==> config.mk <==
export PLATFORM = sky130hd
export DESIGN_NAME = sap_microsequencer_flat
export DESIGN_NICKNAME = d
export VERILOG_FILES = /design/src/rtl/sap_microsequencer_if.sv /design/src/rtl/sap_microsequencer.sv /design/src/flat_wrapper.sv
export SDC_FILE = /design/constraint.sdc
export NUM_CORES = 1
export LEC_CHECK = 0
export CAP_MARGIN = 20
export CORE_AREA = 2 2 39 41
export CTS_BUF_LIST = sky130_fd_sc_hd__clkbuf_4
export CTS_CLUSTER_SIZE = 28
export DETAILED_ROUTE_END_ITERATION = 7
export DIE_AREA = 0 0 41 43
export DONT_BUFFER_PORTS = 1
export PLACE_DENSITY = 0.76
export SLEW_MARGIN = 30
export SYNTH_ARGS = -nofsm -noshare
export SYNTH_HDL_FRONTEND = slang
export SYNTH_SLANG_ARGS = --single-unit
==> constraint.sdc <==
create_clock -name clk -period 3.89 [get_ports clk]
set_input_delay 0.778 -clock clk [delete_from_list [all_inputs] [get_ports clk]]
set_output_delay 0.778 -clock clk [all_outputs]
set_load 0.005 [all_outputs]
==> src/rtl/sap_microsequencer_if.sv <==
// Sequencer boundary bundle: IR/flags inputs, host programming handshake,
// debug controls, and the datapath control word / status outputs.
interface sap_microsequencer_if #(
    parameter int OPCODE_W = 4
);
    logic [OPCODE_W-1:0] opcode;
    logic                zero_flag;
    logic                carry_flag;
    logic                prog_mode;
    logic                prog_valid;
    logic                prog_ready;
    logic                prog_done;
    logic                step_mode;
    logic                step;
    logic                resume;
    logic [17:0]         ctrl;
    logic [3:0]          state;
    logic                halted;
    logic                fetch_start;

    // Environment side: IR/flags, host and debug drive the sequencer.
    modport master (
        output opcode, zero_flag, carry_flag,
        output prog_mode, prog_valid, step_mode, step, resume,
        input  prog_ready, prog_done, ctrl, state, halted, fetch_start
    );

    // Sequencer side.
    modport slave (
        input  opcode, zero_flag, carry_flag,
        input  prog_mode, prog_valid, step_mode, step, resume,
        output prog_ready, prog_done, ctrl, state, halted, fetch_start
    );
endinterface

==> src/rtl/sap_microsequencer.sv <==
// Variable-length SAP micro-sequencer. Each instruction returns to T0 (or
// to the step/programming waits) right after its last micro-op. All outputs
// are combinational decodes of the state register, opcode and flags.
//
// state     | meaning
// ----------+------------------------------------------------
// IDLE      | after reset, nothing driven
// T0..T2    | fetch: PC->MAR, PC++, RAM->IR
// E0..E2    | execute micro-ops, length depends on opcode
// HALT      | stopped after HLT, waits for resume
// STEP_WAIT | single-step pause before a fetch
// P_WAIT    | programming mode, ready for a host address/data pair
// P_ADDR    | ui bus -> MAR address
// P_DATA    | ui bus -> MAR data
// P_WRITE   | RAM write, prog_done pulse
// P_EXIT    | clear PC, then instruction boundary
module sap_microsequencer #(
    parameter int OPCODE_W = 4,
    parameter bit EN_JCOND = 1'b1,
    parameter bit EN_STEP  = 1'b1,
    parameter bit EN_PROG  = 1'b1
) (
    input  logic                 clk,
    input  logic                 reset,
    sap_microsequencer_if.slave  bus
);

    localparam logic [3:0] S_IDLE      = 4'd0;
    localparam logic [3:0] S_T0        = 4'd1;
    localparam logic [3:0] S_T1        = 4'd2;
    localparam logic [3:0] S_T2        = 4'd3;
    localparam logic [3:0] S_E0        = 4'd4;
    localparam logic [3:0] S_E1        = 4'd5;
    localparam logic [3:0] S_E2        = 4'd6;
    localparam logic [3:0] S_HALT      = 4'd7;
    localparam logic [3:0] S_STEP_WAIT = 4'd8;
    localparam logic [3:0] S_P_WAIT    = 4'd9;
    localparam logic [3:0] S_P_ADDR    = 4'd10;
    localparam logic [3:0] S_P_DATA    = 4'd11;
    localparam logic [3:0] S_P_WRITE   = 4'd12;
    localparam logic [3:0] S_P_EXIT    = 4'd13;

    localparam logic [3:0] OP_HLT = 4'h0;
    localparam logic [3:0] OP_NOP = 4'h1;
    localparam logic [3:0] OP_ADD = 4'h2;
    localparam logic [3:0] OP_SUB = 4'h3;
    localparam logic [3:0] OP_LDA = 4'h4;
    localparam logic [3:0] OP_OUT = 4'h5;
    localparam logic [3:0] OP_STA = 4'h6;
    localparam logic [3:0] OP_JMP = 4'h7;
    localparam logic [3:0] OP_JZ  = 4'h8;
    localparam logic [3:0] OP_JC  = 4'h9;
    localparam logic [3:0] OP_LDI = 4'hA;

    localparam int C_OUT_LOAD      = 0;
    localparam int C_REGB_LOAD     = 1;
    localparam int C_ALU_EN        = 2;
    localparam int C_ALU_SUB       = 3;
    localparam int C_REGA_EN       = 4;
    localparam int C_REGA_LOAD     = 5;
    localparam int C_IR_EN         = 6;
    localparam int C_IR_LOAD       = 7;
    localparam int C_RAM_WE        = 8;
    localparam int C_RAM_EN        = 9;
    localparam int C_MAR_DATA_LOAD = 10;
    localparam int C_MAR_ADDR_LOAD = 11;
    localparam int C_PC_LOAD       = 12;
    localparam int C_PC_EN         = 13;
    localparam int C_PC_INC        = 14;
    localparam int C_UI_EN         = 15;
    localparam int C_FLAGS_LOAD    = 16;
    localparam int C_PC_CLR        = 17;

    logic [3:0]  state_q;
    logic [3:0]  state_d;
    logic [3:0]  op_raw;
    logic [3:0]  op;
    logic        step_mode_i;
    logic        prog_mode_i;
    logic [3:0]  boundary_st;
    logic [17:0] ctrl_d;

    // Opcodes wider than 4 bits with any upper bit set decode as NOP.
    generate
        if (OPCODE_W > 4) begin : g_op_wide
            assign op_raw = (|bus.opcode[OPCODE_W-1:4]) ? OP_NOP : bus.opcode[3:0];
        end else if (OPCODE_W == 4) begin : g_op_exact
            assign op_raw = bus.opcode;
        end else begin : g_op_narrow
            assign op_raw = {{(4-OPCODE_W){1'b0}}, bus.opcode};
        end
    endgenerate

    assign op = (!EN_JCOND && (op_raw == OP_JZ || op_raw == OP_JC)) ? OP_NOP : op_raw;

    assign step_mode_i = EN_STEP ? bus.step_mode : 1'b0;
    assign prog_mode_i = EN_PROG ? bus.prog_mode : 1'b0;

    // Where to go at an instruction boundary: programming beats stepping.
    always_comb begin
        boundary_st = S_T0;
        if (prog_mode_i)
            boundary_st = S_P_WAIT;
        else if (step_mode_i)
            boundary_st = S_STEP_WAIT;
    end

    // Next-state decode.
    always_comb begin
        state_d = S_IDLE;
        case (state_q)
            S_IDLE:  state_d = boundary_st;
            S_T0:    state_d = S_T1;
            S_T1:    state_d = S_T2;
            S_T2:    state_d = S_E0;
            S_E0: begin
                case (op)
                    OP_ADD, OP_SUB, OP_LDA, OP_STA: state_d = S_E1;
                    OP_HLT:                         state_d = S_HALT;
                    default:                        state_d = boundary_st;
                endcase
            end
            S_E1: begin
                case (op)
                    OP_ADD, OP_SUB, OP_STA: state_d = S_E2;
                    default:                state_d = boundary_st;
                endcase
            end
            S_E2:    state_d = boundary_st;
            S_HALT:  state_d = bus.resume ? boundary_st : S_HALT;
            S_STEP_WAIT: begin
                if (prog_mode_i)
                    state_d = S_P_WAIT;
                else if (bus.step || !step_mode_i)
                    state_d = S_T0;
                else
                    state_d = S_STEP_WAIT;
            end
            S_P_WAIT: begin
                // A pending write takes precedence over leaving programming mode.
                if (bus.prog_valid)
                    state_d = S_P_ADDR;
                else if (!prog_mode_i)
                    state_d = S_P_EXIT;
                else
                    state_d = S_P_WAIT;
            end
            S_P_ADDR:  state_d = S_P_DATA;
            S_P_DATA:  state_d = S_P_WRITE;
            S_P_WRITE: state_d = S_P_WAIT;
            S_P_EXIT:  state_d = boundary_st;
            default:   state_d = S_IDLE;
        endcase
    end

    // Control word decode.
    always_comb begin
        ctrl_d = '0;
        case (state_q)
            S_T0: begin
                ctrl_d[C_PC_EN]         = 1'b1;
                ctrl_d[C_MAR_ADDR_LOAD] = 1'b1;
            end
            S_T1: ctrl_d[C_PC_INC] = 1'b1;
            S_T2: begin
                ctrl_d[C_RAM_EN]  = 1'b1;
                ctrl_d[C_IR_LOAD] = 1'b1;
            end
            S_E0: begin
                case (op)
                    OP_ADD, OP_SUB, OP_LDA, OP_STA: begin
                        ctrl_d[C_IR_EN]         = 1'b1;
                        ctrl_d[C_MAR_ADDR_LOAD] = 1'b1;
                    end
                    OP_OUT: begin
                        ctrl_d[C_REGA_EN]  = 1'b1;
                        ctrl_d[C_OUT_LOAD] = 1'b1;
                    end
                    OP_JMP: begin
                        ctrl_d[C_IR_EN]   = 1'b1;
                        ctrl_d[C_PC_LOAD] = 1'b1;
                    end
                    OP_JZ: begin
                        ctrl_d[C_IR_EN]   = bus.zero_flag;
                        ctrl_d[C_PC_LOAD] = bus.zero_flag;
                    end
                    OP_JC: begin
                        ctrl_d[C_IR_EN]   = bus.carry_flag;
                        ctrl_d[C_PC_LOAD] = bus.carry_flag;
                    end
                    OP_LDI: begin
                        ctrl_d[C_IR_EN]     = 1'b1;
                        ctrl_d[C_REGA_LOAD] = 1'b1;
                    end
                    default: ctrl_d = '0;
                endcase
            end
            S_E1: begin
                case (op)
                    OP_ADD, OP_SUB: begin
                        ctrl_d[C_RAM_EN]    = 1'b1;
                        ctrl_d[C_REGB_LOAD] = 1'b1;
                    end
                    OP_LDA: begin
                        ctrl_d[C_RAM_EN]    = 1'b1;
                        ctrl_d[C_REGA_LOAD] = 1'b1;
                    end
                    OP_STA: begin
                        ctrl_d[C_REGA_EN]       = 1'b1;
                        ctrl_d[C_MAR_DATA_LOAD] = 1'b1;
                    end
                    default: ctrl_d = '0;
                endcase
            end
            S_E2: begin
                case (op)
                    OP_ADD, OP_SUB: begin
                        ctrl_d[C_ALU_EN]     = 1'b1;
                        ctrl_d[C_ALU_SUB]    = (op == OP_SUB);
                        ctrl_d[C_REGA_LOAD]  = 1'b1;
                        ctrl_d[C_FLAGS_LOAD] = 1'b1;
                    end
                    OP_STA:  ctrl_d[C_RAM_WE] = 1'b1;
                    default: ctrl_d = '0;
                endcase
            end
            S_P_ADDR: begin
                ctrl_d[C_UI_EN]         = 1'b1;
                ctrl_d[C_MAR_ADDR_LOAD] = 1'b1;
            end
            S_P_DATA: begin
                ctrl_d[C_UI_EN]         = 1'b1;
                ctrl_d[C_MAR_DATA_LOAD] = 1'b1;
            end
            S_P_WRITE: ctrl_d[C_RAM_WE] = 1'b1;
            S_P_EXIT:  ctrl_d[C_PC_CLR] = 1'b1;
            default:   ctrl_d = '0;
        endcase
    end

    // State register; reset aborts any instruction or write in flight.
    always_ff @(posedge clk) begin
        if (reset)
            state_q <= S_IDLE;
        else
            state_q <= state_d;
    end

    assign bus.ctrl        = ctrl_d;
    assign bus.state       = state_q;
    assign bus.halted      = (state_q == S_HALT);
    assign bus.fetch_start = (state_q == S_T0);
    assign bus.prog_ready  = EN_PROG && (state_q == S_P_WAIT);
    assign bus.prog_done   = EN_PROG && (state_q == S_P_WRITE);

endmodule

==> src/flat_wrapper.sv <==
// flat-port wrapper written by rule: the top's interface ports become plain ports
module sap_microsequencer_flat 
#(
    parameter int OPCODE_W = 4,
    parameter bit EN_JCOND = 1'b1,
    parameter bit EN_STEP  = 1'b1,
    parameter bit EN_PROG  = 1'b1
)
  (clk, reset, bus_opcode, bus_zero_flag, bus_carry_flag, bus_prog_mode, bus_prog_valid, bus_step_mode, bus_step, bus_resume, bus_prog_ready, bus_prog_done, bus_ctrl, bus_state, bus_halted, bus_fetch_start);
  sap_microsequencer_if #(.OPCODE_W(OPCODE_W)) bus_i ();
  input  logic clk;
  input  logic reset;
  input wire logic [$bits(bus_i.opcode)-1:0] bus_opcode;
  input wire logic [$bits(bus_i.zero_flag)-1:0] bus_zero_flag;
  input wire logic [$bits(bus_i.carry_flag)-1:0] bus_carry_flag;
  input wire logic [$bits(bus_i.prog_mode)-1:0] bus_prog_mode;
  input wire logic [$bits(bus_i.prog_valid)-1:0] bus_prog_valid;
  input wire logic [$bits(bus_i.step_mode)-1:0] bus_step_mode;
  input wire logic [$bits(bus_i.step)-1:0] bus_step;
  input wire logic [$bits(bus_i.resume)-1:0] bus_resume;
  output wire logic [$bits(bus_i.prog_ready)-1:0] bus_prog_ready;
  output wire logic [$bits(bus_i.prog_done)-1:0] bus_prog_done;
  output wire logic [$bits(bus_i.ctrl)-1:0] bus_ctrl;
  output wire logic [$bits(bus_i.state)-1:0] bus_state;
  output wire logic [$bits(bus_i.halted)-1:0] bus_halted;
  output wire logic [$bits(bus_i.fetch_start)-1:0] bus_fetch_start;
  assign bus_i.opcode = bus_opcode;
  assign bus_i.zero_flag = bus_zero_flag;
  assign bus_i.carry_flag = bus_carry_flag;
  assign bus_i.prog_mode = bus_prog_mode;
  assign bus_i.prog_valid = bus_prog_valid;
  assign bus_i.step_mode = bus_step_mode;
  assign bus_i.step = bus_step;
  assign bus_i.resume = bus_resume;
  assign bus_prog_ready = bus_i.prog_ready;
  assign bus_prog_done = bus_i.prog_done;
  assign bus_ctrl = bus_i.ctrl;
  assign bus_state = bus_i.state;
  assign bus_halted = bus_i.halted;
  assign bus_fetch_start = bus_i.fetch_start;
  sap_microsequencer #(.OPCODE_W(OPCODE_W), .EN_JCOND(EN_JCOND), .EN_STEP(EN_STEP), .EN_PROG(EN_PROG)) u_core (.clk(clk), .reset(reset), .bus(bus_i));
endmodule
==> impl_metrics.json <==
{
  "num_io_pins": 39,
  "drive_gt1_frac": 0.0614,
  "min_to": "u_core.bus.state[3]",
  "p_per_area_mw_per_mm2": 507,
  "dp_cells": 127,
  "r2r_end": "u_core.bus.state[0]",
  "cts_setup_buffers": 0,
  "path_clk_slew_ns": 0.04,
  "netlist-cell-type-count": 41,
  "cp.arrival_ns": 1.75,
  "core_mm2": 0.00138,
  "p_leak_nw": 0.269,
  "insertion_delay_ns": 0.24,
  "period_minus_slack_ns": 2.53,
  "largest_reg_flops": 4,
  "htreeDepth": 1,
  "initial_utilization": 0.552,
  "vias_per_cell": 7.09,
  "ctsResizeCount": 0,
  "wl_per_cell_um": 17.0,
  "die-height_um": 43,
  "fin_crit_sh": 0.650,
  "ant_nets": 0,
  "clkPwrFrac": 0.141,
  "diodes": 0,
  "tightest_slew_ns": 0.788,
  "ir_worst_vdd_mv": 0.151,
  "path_depth": 4,
  "vias": 922,
  "p_comb_frac": 0.511,
  "slowest_delay_ns": 0.68,
  "hold_buffers": 0,
  "cp_top_family": "simple AND/OR/NAND/NOR gates",
  "syn_avg_cell_area_um2": 6.31,
  "clock-root-buffer": "clkbuf_4",
  "ctsLongestPathBuffers": 2,
  "row_count": 14,
  "regToRegStartpoint": "u_core.bus.state[0]",
  "p_sw_mw": 0.208,
  "setup_violations": 0,
  "min_from": "reset",
  "cts_buffers": 3,
  "synth_fp_nets": 134,
  "yosysWarnings": 0,
  "grt.total_usage": 0.264,
  "path_class": "register to output port",
  "fillers": 157,
  "yosys_register_bits": 4,
  "overflow": 0,
  "finalHoldViolations": 0,
  "gp_congestion": 0.878,
  "die-area_mm2": 0.00176,
  "rsz0062_at_grt": "false",
  "switching_share": 0.549,
  "dieWidth_um": 41,
  "maxSlewHeadroom": 0.474,
  "syn_area_um2": 763,
  "max_cap_violations": 0,
  "end_kind": "output port",
  "drt-pass1-iter-count": 4,
  "final_nets": 129,
  "portBuffers": 0,
  "final.setup.tns_ns": 0,
  "area.growth.synth_to_final_pct": -1.97,
  "hpwl_um": 1630,
  "power_frac_seq": 0.348,
  "cts_tree": "yes",
  "worstRegToRegCells": 4,
  "p_int_mw": 0.171,
  "ff2ff_setup_slack_ns": 2.14,
  "grt_pass1_wl_um": 3350,
  "antenna_found_initial": 0,
  "worst-path-max-fanout": 18,
  "crit_required_ns": 3.11,
  "synth-seq-area-share": 0.105,
  "drtIter0Drc": 32,
  "critPathSlowestCell": "dfxtp_1",
  "path_buf_inv": 0,
  "stdcell_count": 130,
  "drc": 0,
  "crit_chain": "nor3b_2, nand2_1, nor2_2, and2_1",
  "startpoint_type": "register",
  "grt_max_degree": 26,
  "cts.sinks": 4,
  "min_path_type": "input pin to register",
  "skew_ns": 0.00469,
  "fmax_mhz": 395,
  "status": "finished clean",
  "drt_wl_total_um": 2210,
  "syn_inst": 121,
  "first_global_vias": 784,
  "final_max_slew_viol_count": 0,
  "holdPathStages": 3
}
-- cells by family (layout without fill, tap and decap cells) --
group,Yosys count,after routing,synth area share
compound gates,37,37,0.348
buf+inv,17,10,0.110
flops,4,4,0.105
mux,1,1,0.0148
simple gates,62,62,0.423
-- cell usage after synthesis, drive strengths merged --
| cell | instances | area share |
|---|---|---|
| and3 | 2 | 0.016 |
| o211ai | 1 | 0.0098 |
| a21o | 4 | 0.039 |
| o31a | 1 | 0.011 |
| mux2 | 1 | 0.015 |
| nor4 | 1 | 0.0082 |
| nand3 | 7 | 0.046 |
| nand2 | 11 | 0.054 |
| nand3b | 1 | 0.0098 |
| or2 | 1 | 0.0082 |
| o31ai | 2 | 0.020 |
| nor3b | 4 | 0.046 |
| o2111ai | 2 | 0.023 |
| a2111oi | 1 | 0.020 |
| a311oi | 1 | 0.011 |
| a211oi | 2 | 0.020 |
| nor3 | 9 | 0.059 |
| a31o | 1 | 0.011 |
| nand4 | 2 | 0.016 |
| a32o | 1 | 0.013 |
| nor2b | 4 | 0.033 |
| a32oi | 1 | 0.011 |
| inv | 7 | 0.034 |
| nor2 | 14 | 0.075 |
| nand2b | 4 | 0.033 |
| a21oi | 6 | 0.039 |
| a31oi | 5 | 0.041 |
| o32a | 1 | 0.013 |
| and2 | 1 | 0.0082 |
| o22ai | 3 | 0.025 |
| clkbuf | 1 | 0.0049 |
| or4 | 1 | 0.0098 |
| o21ai | 4 | 0.026 |
| dfxtp | 4 | 0.10 |
| a41o | 1 | 0.013 |
| buf | 9 | 0.070 |
-- how the worst max path moves through the flow --
stage / start / endpoint / slack, ns
after floorplan: bus_opcode[3] / bus_ctrl[3] / 1.59
after global placement: u_core.bus.state[1] / bus_ctrl[8] / 1.64
after detailed placement: u_core.bus.state[2] / bus_ctrl[3] / 1.62
after CTS: u_core.bus.state[2] / bus_ctrl[3] / 1.37
after global routing: u_core.bus.state[2] / bus_ctrl[3] / 1.19
final: u_core.bus.state[2] / bus_ctrl[3] / 1.36
-- cell type report --
cell class	instances	area, µm²	share of cell area
multi-input combinational	100	599	0.801
sequential	4	80.1	0.107
inverter	7	26.3	0.0351
clock buffer	3	22.5	0.0301
tap	16	20.0	0.0268
-- routing by layer --
layer / vias to the layer above / global-route usage / part of all wire
met5: - / 0 / 0
met4: 0 / 0.113 / 0.021
met3: 4 / 0.0366 / 0.089
met2: 58 / 0.397 / 0.47
met1: 421 / 0.358 / 0.42
li1: 439 / - / -
-- layout by cell type, fill, tap and decap left out --
cell type / Yosys / final
a32oi_1: 1 / 1
nor3b_1: 3 / 3
a41o_1: 1 / 1
dfxtp_1: 4 / 4
o32a_1: 1 / 1
nand3b_1: 1 / 1
nor2_1: 12 / 12
a32o_1: 1 / 1
o31a_1: 1 / 1
clkbuf_4: 0 / 3
and2_1: 1 / 1
a211oi_1: 2 / 2
nor2_2: 2 / 2
a311oi_1: 1 / 1
nor3_1: 9 / 9
o22ai_1: 3 / 3
nor3b_2: 1 / 1
or2_1: 1 / 1
nand4_1: 2 / 2
o21ai_0: 3 / 3
a31o_1: 1 / 1
nand2_1: 11 / 11
mux2_1: 1 / 1
nand3_1: 7 / 7
nor2b_1: 4 / 4
o211ai_1: 1 / 1
and3_1: 2 / 2
a31oi_1: 5 / 5
o21ai_1: 1 / 1
o31ai_1: 2 / 2
o2111ai_1: 2 / 2
a2111oi_2: 1 / 1
a21o_1: 4 / 4
or4_1: 1 / 1
a21oi_1: 6 / 6
inv_1: 7 / 7
nand2b_1: 4 / 4
nor4_1: 1 / 1
-- tightest hold or removal path, stage by stage --
cell and delay, ns:
a31oi_1 0.02, o2111ai_1 0.06, o22ai_1 0.07
-- power groups by stage --
| stage | Clock [mW] | Combinational [mW] | Sequential [mW] |
|---|---|---|---|
| floorplan | 0 | 0.228 | 0.0794 |
| global placement | 0 | 0.187 | 0.130 |
| detailed placement | 0 | 0.192 | 0.131 |
| CTS | 0.0559 | 0.193 | 0.130 |
| global route | 0.0560 | 0.217 | 0.142 |
| finish | 0.0536 | 0.194 | 0.132 |
-- per-stage QoR --
step           area (µm²)  setup slack (ns)  hold WS (ns)  power, mW   util
2_1_floorplan         763              1.59         0.662      0.308      -
4_1_cts               748              1.37         0.751      0.379  0.541
6_report              748              1.36         0.751      0.379  0.541
5_1_grt               748              1.19         0.784      0.415  0.541
3_3_place_gp          726              1.64         0.769      0.317  0.524
3_5_place_dp          726              1.62         0.769      0.323  0.524
No activity file was read; power rests on OpenSTA's default activity.
